File: src/rtl/fluxo_dados_genius_param.sv
// Datapath for the memory-sequence game, parametrised on button count (NB) and
// sequence depth (2^AW). Receives level strobes from the control unit and
// returns status flags.
// Strobe semantics: every zera*/conta*/registra*/escreve input is sampled on
// the rising clock edge and acts for exactly that edge; there is no
// back-pressure, so a strobe held for N cycles acts N times.
module fluxo_dados_genius_param #(
  parameter int          NB        = 4,
  parameter int          AW        = 4,
  parameter int          TIMEOUT_M = 5000,
  parameter int          EXIB_M    = 2000,
  parameter logic [15:0] LFSR_SEED = 16'hACE1
) (
  input  logic          clock,
  input  logic          reset_n,
  input  logic          zeraCL,
  input  logic          contaCL,
  input  logic          zeraC,
  input  logic          contaC,
  input  logic          registraModo,
  input  logic [2:0]    modo,
  input  logic          escreve,
  input  logic [1:0]    fonte,
  input  logic          zeraR,
  input  logic          registraR,
  input  logic [NB-1:0] botoes,
  input  logic          zeraTimeout,
  input  logic          contaTimeout,
  input  logic          zeraExibicao,
  input  logic          contaExibicao,
  input  logic          seletorLedsBM,
  input  logic          mostraLeds,
  input  logic          contaErro,
  output logic          fimRodada,
  output logic          fimTotal,
  output logic          fimC,
  output logic          igual,
  output logic          jogada_valida,
  output logic          jogada_feita,
  output logic          fimTimeout,
  output logic          fimExibicao,
  output logic [NB-1:0] leds,
  output logic [3:0]    erros,
  output logic [AW-1:0] db_contagem,
  output logic [AW-1:0] db_sequencia,
  output logic [NB-1:0] db_memoria,
  output logic [NB-1:0] db_jogada
);

  localparam int DEPTH = 1 << AW;
  localparam int LB    = (NB > 1) ? $clog2(NB) : 1;
  localparam int TW    = (TIMEOUT_M > 1) ? $clog2(TIMEOUT_M) : 1;
  localparam int EW    = (EXIB_M > 1) ? $clog2(EXIB_M) : 1;

  localparam logic [TW-1:0] TIMEOUT_LAST = TW'(TIMEOUT_M - 1);
  localparam logic [EW-1:0] EXIB_LAST    = EW'(EXIB_M - 1);
  localparam logic [AW-1:0] ADDR_LAST    = AW'(DEPTH - 1);

  logic [AW-1:0] roundCnt;
  logic [AW-1:0] addrCnt;
  logic [AW-1:0] limitReg;
  logic [AW-1:0] limitSel;
  logic          timeoutEn;
  logic [NB-1:0] mem [DEPTH];
  logic [NB-1:0] memWord;
  logic [NB-1:0] wrData;
  logic [15:0]   lfsr;
  logic          lfsrFeedback;
  logic [NB-1:0] regJogada;
  logic [LB:0]   onesCount;
  logic          anyBotao;
  logic          prevAny;
  logic [TW-1:0] timeoutCnt;
  logic [EW-1:0] exibCnt;
  logic [3:0]    errCnt;

  // Round counter: clear wins over increment, wraps at 2^AW.
  always_ff @(posedge clock or negedge reset_n) begin
    if (!reset_n)     roundCnt <= '0;
    else if (zeraCL)  roundCnt <= '0;
    else if (contaCL) roundCnt <= roundCnt + 1'b1;
  end

  // Address counter: clear wins over increment, wraps at 2^AW.
  always_ff @(posedge clock or negedge reset_n) begin
    if (!reset_n)    addrCnt <= '0;
    else if (zeraC)  addrCnt <= '0;
    else if (contaC) addrCnt <= addrCnt + 1'b1;
  end

  // Decode the requested round-limit level into a last-round index.
  always_comb begin
    limitSel = ADDR_LAST;
    case (modo[1:0])
      2'b00:   limitSel = ADDR_LAST;
      2'b01:   limitSel = AW'((1 << (AW - 1)) - 1);
      2'b10:   limitSel = AW'((1 << (AW - 2)) - 1);
      default: limitSel = AW'(3);
    endcase
  end

  // Mode register: round limit plus the timeout enable bit.
  always_ff @(posedge clock or negedge reset_n) begin
    if (!reset_n) begin
      limitReg  <= '0;
      timeoutEn <= 1'b0;
    end else if (registraModo) begin
      limitReg  <= limitSel;
      timeoutEn <= modo[2];
    end
  end

  assign fimTotal  = (roundCnt == limitReg);
  assign fimRodada = (addrCnt == roundCnt);
  assign fimC      = (addrCnt == ADDR_LAST);

  // Fibonacci LFSR, polynomial x^16+x^14+x^13+x^11+1, shifting right.
  assign lfsrFeedback = lfsr[0] ^ lfsr[2] ^ lfsr[3] ^ lfsr[5];

  // LFSR free-runs every clock so the fill pattern depends on timing since reset.
  always_ff @(posedge clock or negedge reset_n) begin
    if (!reset_n) lfsr <= LFSR_SEED;
    else          lfsr <= {lfsrFeedback, lfsr[15:1]};
  end

  // Select the RAM write word; the LFSR source is forced one-hot.
  always_comb begin
    wrData = botoes;
    case (fonte)
      2'd1: wrData = NB'(1);
      2'd2: begin
        wrData = '0;
        wrData[lfsr[LB-1:0]] = 1'b1;
      end
      default: wrData = botoes;
    endcase
  end

  // Sequence RAM: synchronous write at the current address, no reset.
  always_ff @(posedge clock) begin
    if (escreve) mem[addrCnt] <= wrData;
  end

  assign memWord = mem[addrCnt];

  // Button register: clear wins over load.
  always_ff @(posedge clock or negedge reset_n) begin
    if (!reset_n)       regJogada <= '0;
    else if (zeraR)     regJogada <= '0;
    else if (registraR) regJogada <= botoes;
  end

  // Population count of the captured press for the one-hot check.
  always_comb begin
    onesCount = '0;
    for (int i = 0; i < NB; i++) begin
      onesCount = onesCount + {{LB{1'b0}}, regJogada[i]};
    end
  end

  assign igual         = (memWord == regJogada);
  assign jogada_valida = (onesCount == (LB + 1)'(1));

  assign anyBotao = |botoes;

  // Remember whether any button was down last cycle for press-edge detection.
  always_ff @(posedge clock or negedge reset_n) begin
    if (!reset_n) prevAny <= 1'b0;
    else          prevAny <= anyBotao;
  end

  assign jogada_feita = anyBotao & ~prevAny;

  // Play-timeout counter: only advances when the mode enables timeouts.
  always_ff @(posedge clock or negedge reset_n) begin
    if (!reset_n)                        timeoutCnt <= '0;
    else if (zeraTimeout)                timeoutCnt <= '0;
    else if (contaTimeout && timeoutEn) begin
      if (timeoutCnt == TIMEOUT_LAST)    timeoutCnt <= '0;
      else                               timeoutCnt <= timeoutCnt + 1'b1;
    end
  end

  assign fimTimeout = (timeoutCnt == TIMEOUT_LAST) & timeoutEn;

  // LED display counter: same shape as the timeout, never gated.
  always_ff @(posedge clock or negedge reset_n) begin
    if (!reset_n)                 exibCnt <= '0;
    else if (zeraExibicao)        exibCnt <= '0;
    else if (contaExibicao) begin
      if (exibCnt == EXIB_LAST)   exibCnt <= '0;
      else                        exibCnt <= exibCnt + 1'b1;
    end
  end

  assign fimExibicao = (exibCnt == EXIB_LAST);

  // Error counter saturates at 15 and is only cleared by reset.
  always_ff @(posedge clock or negedge reset_n) begin
    if (!reset_n)                          errCnt <= '0;
    else if (contaErro && errCnt != 4'hF)  errCnt <= errCnt + 1'b1;
  end

  assign leds         = mostraLeds ? (seletorLedsBM ? memWord : botoes) : '0;
  assign erros        = errCnt;
  assign db_contagem  = addrCnt;
  assign db_sequencia = roundCnt;
  assign db_memoria   = memWord;
  assign db_jogada    = regJogada;

endmodule
File: config.mk
export PLATFORM = sky130hd
export DESIGN_NAME = fluxo_dados_genius_param
export DESIGN_NICKNAME = d
export VERILOG_FILES = /design/src/rtl/fluxo_dados_genius_param.sv
export SDC_FILE = /design/constraint.sdc
export NUM_CORES = 1
export LEC_CHECK = 0
export BUFFER_PORTS_ARGS = -buffer_cell sky130_fd_sc_hd__buf_2
export CORE_AREA = 4 4 117 119
export CTS_BUF_LIST = sky130_fd_sc_hd__clkbuf_4
export CTS_CLUSTER_SIZE = 40
export DETAILED_ROUTE_END_ITERATION = 16
export DIE_AREA = 0 0 121 123
export HOLD_SLACK_MARGIN = 0.02
export SYNTH_ARGS = -nofsm -noshare
export SYNTH_HDL_FRONTEND = slang
export SYNTH_SLANG_ARGS = --single-unit
File: constraint.sdc
create_clock -name clock -period 4.9 [get_ports clock]
set_input_delay 0.98 -clock clock [delete_from_list [all_inputs] [get_ports clock]]
set_output_delay 0.98 -clock clock [all_outputs]
set_load 0.02 [all_outputs]
# After elaboration in Yosys (flattened, before gate mapping)
# Memory sizes are Yosys's and may differ from the RTL's.
# Index checks and enable logic that the tools add are counted.
# totals
ff_bits	62
ram_bits	64
in_bits	26
output_inout_bits	32
mem_count	1
# mem_list
name	depth	width	read_ports	rd_ports_with_merged_regs	wr	line	rtl
mem	16	4	1	0	1	64	logic [NB-1:0] mem [DEPTH];
# op_classes
add_sub_neg	8
magnitude_cmp	2
eq_ne	11
muxes	20
bitwise_logic	6
n_reduce_logical	10
# ops
operator	n
2-to-1 mux 13 bit	3
2-to-1 mux 11 bit	3
2-to-1 mux 4 bit	8
case mux 4 bit (2 select lines)	2
adder 13 x 1 -> 13 bit, second input constant	1
== test 13 bit, second input constant	1
adder 4 x 1 -> 4 bit, second input constant	3
== test 4 bit	3
adder 11 x 1 -> 11 bit, second input constant	1
== test 11 bit, second input constant	1
nonzero test 2 bit	5
== test 2 x 1 -> 1 bit, second input constant	2
== test 4 bit, second input constant	1
inequality test 4 bit, second input constant	1
OR reduction 4 bit	1
adder 2 x 1 -> 3 bit	1
adder 3 x 1 -> 3 bit	1
== test 3 x 1 -> 1 bit, second input constant	1
logical AND 1 bit	3
< comparator 2 x 3 -> 1 bit, second input constant	1
2-to-1 mux 1 bit	3
XOR 1 bit	3
adder 1 x 1 -> 2 bit	1
AND 1 bit	2
5 further kinds	5

# Logic depth before layout (Yosys ltp)
# Gate-level depths: netlist (run 1).
# logic_depth
depth_word	5
depth_mapped	6

# Least setup slack after synthesis (run 1)
# Ideal clock, no wire load.
# synth_timing
path_kind	register to output
startpoint	register addrCnt[0] (netlist: db_contagem[0])
endpoint	output port igual
arrival_ps	2284
required_time_ps	3920
slack_ps	1636
path_stages_with_launch	7
path_buffers	1
path_cell_list	dfrtp_1 buf_6 mux4_1 mux2i_1 mux2i_1 xnor2_1 nor4_2
# synth_via
elab_chain_len	2
# synth_lines
item	line	rtl
from (decl)	60	logic [AW-1:0] addrCnt;
from (signal assigned)	88	else if (contaC) addrCnt <= addrCnt + 1'b1;
memory read (16 x 4 bit)	-	
named net db_memoria[3]	46	output logic [NB-1:0] db_memoria,
== test 4 bit	161	assign igual = (memWord == regJogada);
to (decl)	37	output logic igual,
# The timed path passes the listed nets, and every way through them passes these cells.

# Worst setup path in the final report (run 1)
# layout_timing
startpoint	register addrCnt[0] (netlist: db_contagem[0])
endpoint	output port igual
# layout_via
elab_chain_len	2
# layout_lines
item	line
memory read (16 x 4 bit)	-
== test 4 bit	161
# No other way between the ends.

==> metrics.md, run 1 <==
| Metric | Value |
|---|---|
| Status | finished clean |
| Most used DFF post-synth | edfxtp_1 |
| Metal1 wirelength | 4880 um |
| Most frequent cell after synthesis | edfxtp_1 |
| Final setup fails | 0 |
| Clock tree sinks | 125 |
| CTS buffer count | 17 |
| Crit path buffers/inverters | 1 |
| Vias/cell | 5.06 |
| Inst Count DP | 636 |
| Uppermost layer routed | met4 |
| Setup WS pre-CTS | 1170 ps |
| Worst Path Arrival | 3240 ps |
| Worst min-delay path class | reg2reg |
| Die Y | 123 um |
| Vias | 3,383 |
| Post-cts repair resize count | 0 |
| Leakage | 2.57 nW |
| Final Max Slew Viols | 0 |
| Total Wirelength | 10,500 um |
| Iter 0 DRT Violations | 184 |
| Largest cells by area after synthesis | edfxtp_1, dfrtp_1, mux4_1, dfstp_2, nor2_1 |
| Congestion Overflow GR | 0 |
| Final non-filler cell total | 669 |
| Max-cap viol count | 0 |
| Fmax | 237 MHz |
| Avg Cell Area, Syn | 13.5 um2 |
| Clock root cell | clkbuf_4 |
| GRT Total Usage | 15.2% |
| RSZ-0062 raised after global routing | no |
| Maximum vdd drop | 0.227 mV |
| Setup TNS | 0 ps |
| WP data required | 3920 ps |
| Post-DP HPWL | 7300 um |
| Final Net Count | 522 |
| Post-synth top cells | edfxtp_1, dfrtp_1, nor2_1 |
| CP max stage cell | dfrtp_1 |
| Final Hold Vio Count | 0 |
| Largest net degree at the start of global routing | 33 |
| Clk_skew | 8.11 ps |
| Post-synth top area share | 34.4% |
| Row cnt | 41 |
| WL met3 | 634 um |
| Detail Route Antenna Nets | 0 |
| Tcrit/Tclk final | 86.1% |
| Yosys reg bits | 125 |
| CP startpoint kind | register |
| Crit-path max cell delay | 1080 ps |
| Netlist cell types | 47 |
| Effective utilization at floorplan | 44.4% |
| # hold bufs at CTS | 0 |
| Final worst slack | 682 ps |
| H-tree depth | 4 |
| Post-Syn Instances | 413 |
| Die area | 14,900 um2 |
| Layout cell share with drive strength beyond 1 | 23.6% |
| EDFF count, synth | 64 |
| Register area share after synthesis | 61.9% |
| Die width | 121 um |
| DR WL/cell | 15.7 um |
| TritonCTS clock tree | done |
| CP top delay family | flip-flops |
| Ports | 58 |
| First-pass GRT wire length | 17,100 um |
| Power density over cell area | 359 nW/um2 |
| Worst-path clk slew | 110 ps |
| Leading area contributor after synthesis | edfxtp_1 |
| Worst-Margin Slew | 1090 ps |
| CP Capture Type | output port |
| Vias in the first global route | 3,379 |
| Critical Setup Path Class | reg2out |
| Maximum root-to-sink buffer count | 2 |
| Ys Warns | 0 |
| Worst-Skew Late Latency | 530 ps |
| Relative slew slack | 27.1% |
| Synth Cell Area | 5580 um2 |
| # port buffers | 57 |
| Residual DRC | 0 |
| Syn Nets | 452 |
| Post-synth ARST share | 48.8% |
| Crit path max fanout | 23 |
| Area Overhead vs Synth | 14.5% |
| DR pass1 iterations | 4 |
| Wire length on met2 | 4830 um |
| Final min period | 4220 ps |
| Crit path top cell by count | mux2i_1 |
| Initial antenna violation count | 1 |
| Core ar. | 12,600 um2 |
| Worst path cell trace | mux4_1 -> mux2i_1 -> mux2i_1 -> xnor2_1 -> nor4_2 -> buf_2 |
| Post-CTS Setup Repair Bufs | 0 |
| RD Place Congestion | 0.774 |
-- worst reg2reg max path, delay by kind of cell, from the launching register on --
| family | cells | cell delay, ps |
|---|---|---|
| flops | 1 | 1080 |
| simple gates | 2 | 670 |
| fa+ha+maj | 1 | 330 |
-- per-stage QoR --
step           total power (W)  hold slack (ps)  utilization (%)  instance area [um2]
6_report               0.00229              365             50.9                 6390
5_1_grt                0.00240              367             50.9                 6390
4_1_cts                0.00233              368             50.8                 6390
3_5_place_dp           0.00150              341             48.1                 6050
3_3_place_gp           0.00149              337             48.1                 6050
2_1_floorplan          0.00140              331                -                 5580
-- final timing paths --
check | from | endpoint | slack [ps] | cells after the start
max | db_contagem[0]$_DFFE_PN0P_ | igual | 680 | 6
min | lfsr[7]$_DFF_PN1_ | lfsr[6]$_DFF_PN1_ | 360 | 0
max reg2reg | db_contagem[0]$_DFFE_PN0P_ | mem[3][0]$_DFFE_PP_ | 2470 | 3
min reg2reg | lfsr[7]$_DFF_PN1_ | lfsr[6]$_DFF_PN1_ | 360 | 0
max in group asynchronous | reset_n | exibCnt[8]$_DFFE_PN0P_ | 3520 | 2
min in group asynchronous | reset_n | db_jogada[0]$_DFFE_PN0P_ | 500 | 1
-- per-layer routing --
metal  track usage (%)  vias up
met1              20.0     1634
met3              4.99       15
met5                 0        -
met2              23.6       88
met4              5.81        0
li1                  -     1646
-- cells by family (layout without fill, tap and decap cells) --
family / after synthesis / count (layout) / synth area share [%]
XOR/XNOR: 31 / 31 / 4.86
AO/OA/AOI/OAI: 42 / 42 / 5.04
AND/OR/NAND/NOR: 140 / 140 / 11.8
multiplexers: 37 / 37 / 11.1
adder cells (fa/ha/maj): 13 / 13 / 3.05
other: 0 / 1 / 0
flip-flops: 125 / 125 / 61.9
buffers and inverters: 25 / 108 / 2.22
-- cell type report --
| cell class | instances | area [um2] |
|---|---|---|
| tap | 172 | 215 |
| fill | 1074 | 6180 |
| inverter | 14 | 52.6 |
| clock buffer | 17 | 128 |
| antenna | 1 | 2.50 |
| sequential | 125 | 3460 |
| timing repair buffer | 62 | 323 |
| clock inverter | 15 | 211 |
| multi-input combinational | 263 | 2000 |
-- where the power goes --
part / total [W] / internal, W / switching, W / leakage [nW]
combinational: 0.000283 / 0.000118 / 0.000164 / 1.03
sequential: 0.00119 / 0.00115 / 0.0000431 / 1.37
clock: 0.000822 / 0.000414 / 0.000408 / 0.166
total: 0.00229 / 0.00168 / 0.000616 / 2.57
-- registers in the layout, summed over array words and instances, names as in the netlist --
register      flops
mem              64
lfsr             16
timeoutCnt       13
exibCnt          11
db_contagem       4
db_jogada         4
db_sequencia      4
erros             4
limitReg          3
prevAny           1
timeoutEn         1
-- placed cells by master (no fill, tap or decap), drive strengths merged, types with 2 or more instances in the layout --
cell type,instances
a31oi,2
nand3b,2
ha,12
xor2,20
nand4,5
or3,2
dfrtp,53
bufinv,4
clkinvlp,4
o2111ai,2
nand2b,6
nand3,11
a21oi,4
buf,62
o21ai,24
and3,2
nor4,5
mux2,2
nor2b,5
a22o,3
and2,2
o31ai,4
nand2,39
xnor2,11
mux4,16
inv,19
dfstp,8
or4,2
edfxtp,64
nor2,49
nor3,7
clkinv,2
clkbuf,17
mux2i,19
Note: power is estimated with default switching activity, not from simulation.
==> run 2: changes to the inputs <==
--- a/config.mk
+++ b/config.mk
@@ -6,12 +6,14 @@
 export NUM_CORES = 1
 export LEC_CHECK = 0
 export BUFFER_PORTS_ARGS = -buffer_cell sky130_fd_sc_hd__buf_2
-export CORE_AREA = 4 4 117 119
+export CORE_AREA = 4 4 98 100
 export CTS_BUF_LIST = sky130_fd_sc_hd__clkbuf_4
 export CTS_CLUSTER_SIZE = 40
 export DETAILED_ROUTE_END_ITERATION = 16
-export DIE_AREA = 0 0 121 123
+export DIE_AREA = 0 0 102 104
 export HOLD_SLACK_MARGIN = 0.02
+export PLACE_DENSITY = 0.86
+export RECOVER_POWER = 100
 export SYNTH_ARGS = -nofsm -noshare
 export SYNTH_HDL_FRONTEND = slang
 export SYNTH_SLANG_ARGS = --single-unit
==> run 2 against run 1 <==
Against the previous run:
- the flow now finishes with violations (max-capacitance violations, max-slew violations)
- first-iteration DRC count increased by 42%
- non-clock buffer count unchanged
- via count increased by 3.9%
- clock skew increased by 7.8 ps
- largest power group unchanged
==> metrics.md, run 2 (synthesis gave the netlist of run 1 again) <==
| Metric | Value |
|---|---|
| Leakage | 2.42 nW (was 2.57 nW) |
| Largest reg by FF count | mem (unchanged) |
| Die area | 10,600 um2 (was 14,900 um2) |
| Worst Path Arrival | 3360 ps (was 3240 ps) |
| Inst Count DP | 572 (was 636) |
| Cell depth of the worst flop-to-flop path | 5 (was 3) |
| Congestion Overflow GR | 0 (unchanged) |
| Worst-Margin Slew | 3250 ps (was 1090 ps) |
| Vias in the first global route | 3,479 (was 3,379) |
| Critical Setup Path Class | reg2out (unchanged) |
| Clk_skew | 15.9 ps (was 8.11 ps) |
| Die Y | 104 um (was 123 um) |
| Final Net Count | 522 (unchanged) |
| DR pass1 iterations | 6 (was 4) |
| Maximum vdd drop | 0.317 mV (was 0.227 mV) |
| Vias/cell | 5.82 (was 5.06) |
| Status | complete, but fails checks (was finished clean) |
| Final Max Slew Viols | 62 (was 0) |
| Antenna cells | 0 (was 1) |
| Critical R2R Capture | timeoutCnt[9]$_DFFE_PN0P_ (was mem[3][0]$_DFFE_PP_) |
| Largest net degree at the start of global routing | 62 (was 33) |
| GRT Total Usage | 22.0% (was 15.2%) |
| Post-CTS Setup Repair Bufs | 0 (unchanged) |
| Hold_sp | lfsr[14]$_DFF_PN0_ (was lfsr[7]$_DFF_PN1_) |
| TritonCTS clock tree | done (unchanged) |
| CTS buffer count | 17 (unchanged) |
| Pwr Total | 0.00217 W (was 0.00229 W) |
| Die width | 102 um (was 121 um) |
| Worst-Skew Late Latency | 520 ps (was 530 ps) |
| Effective utilization at floorplan | 64.3% (was 44.4%) |
| RD Place Congestion | 0.873 (was 0.774) |
| Worst-path clk slew | 130 ps (was 110 ps) |
| Core ar. | 8680 um2 (was 12,600 um2) |
| Clock root cell | clkbuf_4 (unchanged) |
| H-tree depth | 4 (unchanged) |
| Worst reg-to-reg setup slack | 2140 ps (was 2470 ps) |
| CP Capture Type | output port (unchanged) |
| RSZ-0062 raised after global routing | no (unchanged) |
| Post-DP HPWL | 7370 um (was 7300 um) |
| Worst min-delay path class | reg2reg (unchanged) |
| Detail Route Antenna Nets | 0 (unchanged) |
| Relative slew slack | -117% (was 27.1%) |
| Total Wirelength | 10,800 um (was 10,500 um) |
| Largest registers | mem: 64 flops, lfsr: 16 flops, timeoutCnt: 13 flops (unchanged) |
| Max-cap viol count | 1 (was 0) |
| Vias | 3,514 (was 3,383) |
| Area Overhead vs Synth | 10.1% (was 14.5%) |
| Tcrit/Tclk final | 88.5% (was 86.1%) |
| DR WL/cell | 18.0 um (was 15.7 um) |
| Crit path max fanout | 23 (unchanged) |
| Final Hold Vio Count | 0 (unchanged) |
| Layout cell share with drive strength beyond 1 | 14.3% (was 23.6%) |
| Maximum root-to-sink buffer count | 2 (unchanged) |
| Initial antenna violation count | 0 (was 1) |
| # port buffers | 57 (unchanged) |
| Critical R2R Launch | timeoutCnt[5]$_DFFE_PN0P_ (was db_contagem[0]$_DFFE_PN0P_) |
| Final setup fails | 0 (unchanged) |
| Commonest non-fill, non-tap cells in the layout | edfxtp_1, dfrtp_1, nor2_1 (was edfxtp_1, buf_2, dfrtp_1) |
| Row cnt | 34 (was 41) |
| Post-cts repair resize count | 0 (unchanged) |
| Design Area, Final | 6150 um2 (was 6390 um2) |
| # hold bufs at CTS | 0 (unchanged) |
| Final non-filler cell total | 604 (was 669) |
| Final min period | 4340 ps (was 4220 ps) |
| Placed Area | 5970 um2 (was 6050 um2) |
| Worst hold path depth | 0 (unchanged) |
| Hold Path End | lfsr[13]$_DFF_PN1_ (was lfsr[6]$_DFF_PN1_) |
| Layout filler cell count | 627 (was 1,074) |
| Failing checks | max-capacitance violations, max-slew violations |
| Residual DRC | 0 (unchanged) |
| Max FFs per register | 64 (unchanged) |
| Power density over cell area | 352 nW/um2 (was 359 nW/um2) |
| CP startpoint kind | register (unchanged) |
| WP data required | 3920 ps (about the same) |
| Ports | 58 (unchanged) |
| Fmax | 231 MHz (was 237 MHz) |
| Commonest non-fill, non-tap cell in the layout | edfxtp_1 (unchanged) |
| Clock tree sinks | 125 (unchanged) |
| First-pass GRT wire length | 17,700 um (was 17,100 um) |
| Iter 0 DRT Violations | 261 (was 184) |
| Setup TNS | 0 ps (unchanged) |
## run 2: power breakdown
group	total (W)	switching (W)	internal [W]	leakage, nW
Clock	0.000705	0.000433	0.000271	0.154
Sequential	0.00119	0.0000457	0.00115	1.37
Combinational	0.000270	0.000166	0.000104	0.889
Total	0.00217	0.000645	0.00152	2.42
## run 2: area by class of cell
| type | instances | area [um2] | share of cell area, % |
|---|---|---|---|
| timing repair buffer | 62 | 263 | 4.27 |
| inverter | 14 | 52.6 | 0.855 |
| clock inverter | 15 | 155 | 2.52 |
| tap | 108 | 135 | 2.20 |
| multi-input combinational | 263 | 1960 | 31.8 |
| sequential | 125 | 3460 | 56.2 |
| clock buffer | 17 | 128 | 2.08 |
## run 2: metal layers
layer	track usage [%]	share of wire, %	up-vias
met4	6.37	0.94	0
met5	0	0	-
met2	34.7	50	141
met1	29.5	42	1718
met3	6.71	7.1	11
li1	-	-	1644
## run 2: metrics by stage
stage	setup WS [ps]	utilization (%)	hold slack, ps
2_1_floorplan	1640	-	331
3_3_place_gp	1360	68.8	336
3_5_place_dp	1190	68.8	346
4_1_cts	598	72.1	368
5_1_grt	286	70.8	376
6_report	565	70.8	359
## run 2: worst max-delay path, stage by stage (launching register included)
cell and delay (ps):
dfrtp_1 1100, mux4_1 670, mux2i_1 180, mux2i_1 170, xnor2_1 190, nor4_2 260, clkbuf_1 260
## run 2: worst max-delay path by stage
stage	from	end	slack, ps	cells after the start
2_1_floorplan	db_contagem[0]$_DFFE_PN0P_	igual	1640	6
3_3_place_gp	db_contagem[0]$_DFFE_PN0P_	igual	1360	6
3_5_place_dp	db_contagem[0]$_DFFE_PN0P_	igual	1190	6
4_1_cts	db_contagem[0]$_DFFE_PN0P_	igual	600	6
5_1_grt	db_contagem[0]$_DFFE_PN0P_	igual	290	6
6_report	db_contagem[0]$_DFFE_PN0P_	igual	560	6
==> run 3: changes to the inputs <==
--- a/config.mk
+++ b/config.mk
@@ -6,13 +6,13 @@
 export NUM_CORES = 1
 export LEC_CHECK = 0
 export BUFFER_PORTS_ARGS = -buffer_cell sky130_fd_sc_hd__buf_2
-export CORE_AREA = 4 4 98 100
+export CORE_AREA = 4 4 113 88
 export CTS_BUF_LIST = sky130_fd_sc_hd__clkbuf_4
 export CTS_CLUSTER_SIZE = 40
 export DETAILED_ROUTE_END_ITERATION = 16
-export DIE_AREA = 0 0 102 104
+export DIE_AREA = 0 0 117 92
 export HOLD_SLACK_MARGIN = 0.02
-export PLACE_DENSITY = 0.86
+export PLACE_DENSITY = 0.85
 export RECOVER_POWER = 100
 export SYNTH_ARGS = -nofsm -noshare
 export SYNTH_HDL_FRONTEND = slang
==> run 3 against run 2 <==
Against the previous run:
- the flow still finishes with violations (max-capacitance violations, max-slew violations)
- utilization down 2.0 points
- worst hold slack worse by 2.2 ps
- non-clock buffer count down 1
- critical path depth unchanged
- largest cell class unchanged
==> metrics.md, run 3 (synthesis gave the netlist of run 1 again) <==
| Metric | Value |
|---|---|
| Status | complete, but fails checks (unchanged) |
| Failing checks | max-capacitance violations, max-slew violations (unchanged) |
| Die area | 10,800 um2 (was 10,600 um2) |
| Effective utilization at floorplan | 63.0% (was 64.3%) |
| TritonCTS clock tree | done (unchanged) |
| Critical R2R Capture | timeoutCnt[9]$_DFFE_PN0P_ (unchanged) |
| Worst min-delay path class | reg2reg (unchanged) |
| DR WL/cell | 18.1 um (was 18.0 um) |
| DR pass1 iterations | 6 (unchanged) |
| Final Net Count | 521 (was 522) |
| Antenna cells | 0 (unchanged) |
| Max FFs per register | 64 (unchanged) |
| Placed Area | 5970 um2 (about the same) |
| Design Area, Final | 6100 um2 (was 6150 um2) |
| Vias in the first global route | 3,419 (was 3,479) |
| Commonest non-fill, non-tap cell in the layout | edfxtp_1 (unchanged) |
| CP startpoint kind | register (unchanged) |
| Area Overhead vs Synth | 9.21% (was 10.1%) |
| Max-cap viol count | 2 (was 1) |
| Critical R2R Launch | timeoutCnt[5]$_DFFE_PN0P_ (unchanged) |
| Hold Path End | lfsr[11]$_DFF_PN1_ (was lfsr[13]$_DFF_PN1_) |
| Commonest non-fill, non-tap cells in the layout | edfxtp_1, dfrtp_1, nor2_1 (unchanged) |
| Core ar. | 8860 um2 (was 8680 um2) |
| Post-cts repair resize count | 0 (unchanged) |
| WP data required | 3920 ps (about the same) |
| # hold bufs at CTS | 0 (unchanged) |
| Maximum root-to-sink buffer count | 2 (unchanged) |
| Setup TNS | 0 ps (unchanged) |
| Relative slew slack | -111% (was -117%) |
| Final worst slack | 543 ps (was 565 ps) |
| Leakage | 2.40 nW (was 2.42 nW) |
| Critical Setup Path Class | reg2out (unchanged) |
| Final setup fails | 0 (unchanged) |
| Largest net degree at the start of global routing | 62 (unchanged) |
| Setup WS pre-CTS | 1200 ps (was 1190 ps) |
| GRT Total Usage | 21.4% (was 22.0%) |
| Vias | 3,565 (was 3,514) |
| Hold_sp | lfsr[12]$_DFF_PN0_ (was lfsr[14]$_DFF_PN0_) |
| # port buffers | 57 (unchanged) |
| Clock tree sinks | 125 (unchanged) |
| CTS buffer count | 17 (unchanged) |
| RD Place Congestion | 0.828 (was 0.873) |
| Iter 0 DRT Violations | 238 (was 261) |
| Worst-Margin Slew | 3170 ps (was 3250 ps) |
| Crit-path max cell delay | 1110 ps (was 1100 ps) |
| Worst-Skew Late Latency | 500 ps (was 520 ps) |
| Worst Path Arrival | 3380 ps (was 3360 ps) |
| Post-CTS Setup Repair Bufs | 0 (unchanged) |
| H-tree depth | 4 (unchanged) |
| Clk_skew | 17.7 ps (was 15.9 ps) |
| Tcrit/Tclk final | 88.9% (was 88.5%) |
| CP Capture Type | output port (unchanged) |
| Cell depth of the worst flop-to-flop path | 5 (unchanged) |
| Power density over cell area | 338 nW/um2 (was 352 nW/um2) |
| Largest registers | mem: 64 flops, lfsr: 16 flops, timeoutCnt: 13 flops (unchanged) |
| CP max stage cell | dfrtp_1 (unchanged) |
| Detail Route Antenna Nets | 0 (unchanged) |
| Initial antenna violation count | 0 (unchanged) |
| Layout filler cell count | 631 (was 627) |
| Final Hold Vio Count | 0 (unchanged) |
| Die width | 117 um (was 102 um) |
| Congestion Overflow GR | 0 (unchanged) |
| RSZ-0062 raised after global routing | no (unchanged) |
| Total Wirelength | 11,000 um (was 10,800 um) |
| Residual DRC | 0 (unchanged) |
| First-pass GRT wire length | 17,300 um (was 17,700 um) |
| Final Max Slew Viols | 79 (was 62) |
| Maximum vdd drop | 0.182 mV (was 0.317 mV) |
| Worst path cell trace | mux4_1 -> mux2i_1 -> mux2i_1 -> xnor2_1 -> nor4_2 -> clkbuf_1 (unchanged) |
| Vias/cell | 5.88 (was 5.82) |
| Worst reg-to-reg setup slack | 2030 ps (was 2140 ps) |
| Worst-path clk slew | 100 ps (was 130 ps) |
| Die Y | 92 um (was 104 um) |
| Crit path max fanout | 23 (unchanged) |
| Fmax | 230 MHz (was 231 MHz) |
| Final min period | 4360 ps (was 4340 ps) |
| Clock root cell | clkbuf_4 (unchanged) |
| Ports | 58 (unchanged) |
| Worst hold path depth | 0 (unchanged) |
| Layout cell share with drive strength beyond 1 | 13.8% (was 14.3%) |
| Crit path top cell by count | mux2i_1 (unchanged) |
| Post-DP HPWL | 7700 um (was 7370 um) |
| Largest reg by FF count | mem (unchanged) |
| Row cnt | 30 (was 34) |
-- run 3: cell types whose count changed in the layout (fill, tap and decap cells not counted) --
cell / before / now
clkinv_4: 4 / 0
clkinv_1: 0 / 2
dfstp_1: 2 / 1
clkbuf_4: 17 / 21
buf_2: 24 / 23
dfstp_2: 6 / 7
inv_6: 5 / 0
inv_8: 3 / 0
clkinv_2: 1 / 6
-- run 3: final cells by class --
cell class              instances  area [um2]  share of cell area, %
repair buffers                 61         258                   4.23
flip-flops and latches        125        3460                   56.7
clock buffers                  21         158                   2.59
clock inverters                10        75.1                   1.23
multi-input cells             263        1960                   32.1
well taps                     112         140                   2.30
inverters                      14        52.6                  0.862
-- run 3: worst max path at each step --
stage / startpoint / end / slack, ps
global route: db_contagem[0]$_DFFE_PN0P_ / igual / 350
floorplan: db_contagem[0]$_DFFE_PN0P_ / igual / 1640
global placement: db_contagem[0]$_DFFE_PN0P_ / igual / 1320
detailed placement: db_contagem[0]$_DFFE_PN0P_ / igual / 1200
CTS: db_contagem[0]$_DFFE_PN0P_ / igual / 620
finish: db_contagem[0]$_DFFE_PN0P_ / igual / 540
-- run 3: stage by stage --
| stage | util [%] | hold slack [ps] | power (W) | cells |
|---|---|---|---|---|
| floorplan | - | 331 | 0.00140 | 413 |
| global placement | 67.4 | 340 | 0.00148 | 575 |
| detailed placement | 67.4 | 336 | 0.00150 | 575 |
| CTS | 70.0 | 357 | 0.00209 | 606 |
| global route | 68.8 | 369 | 0.00216 | 606 |
| finish | 68.8 | 357 | 0.00206 | 606 |
-- run 3: critical path, delay by kind of cell, from the launching register on --
family	cells	cell delay [ps]
mux	3	1040
xor+xnor	1	210
simple gates	1	260
flops	1	1110
buf+inv	1	260
-- run 3: layer usage --
metal	up-vias	track usage, %	part of all wire [%]
li1	1643	-	-
met1	1735	32.2	44
met2	178	31.4	46
met3	9	5.74	9.5
met4	0	5.35	0.72
met5	-	0	0
-- run 3: power breakdown --
| group | internal, W | leakage [nW] | switching (W) |
|---|---|---|---|
| sequential | 0.00115 | 1.37 | 0.0000458 |
| combinational | 0.000103 | 0.885 | 0.000166 |
| clock | 0.000263 | 0.137 | 0.000338 |
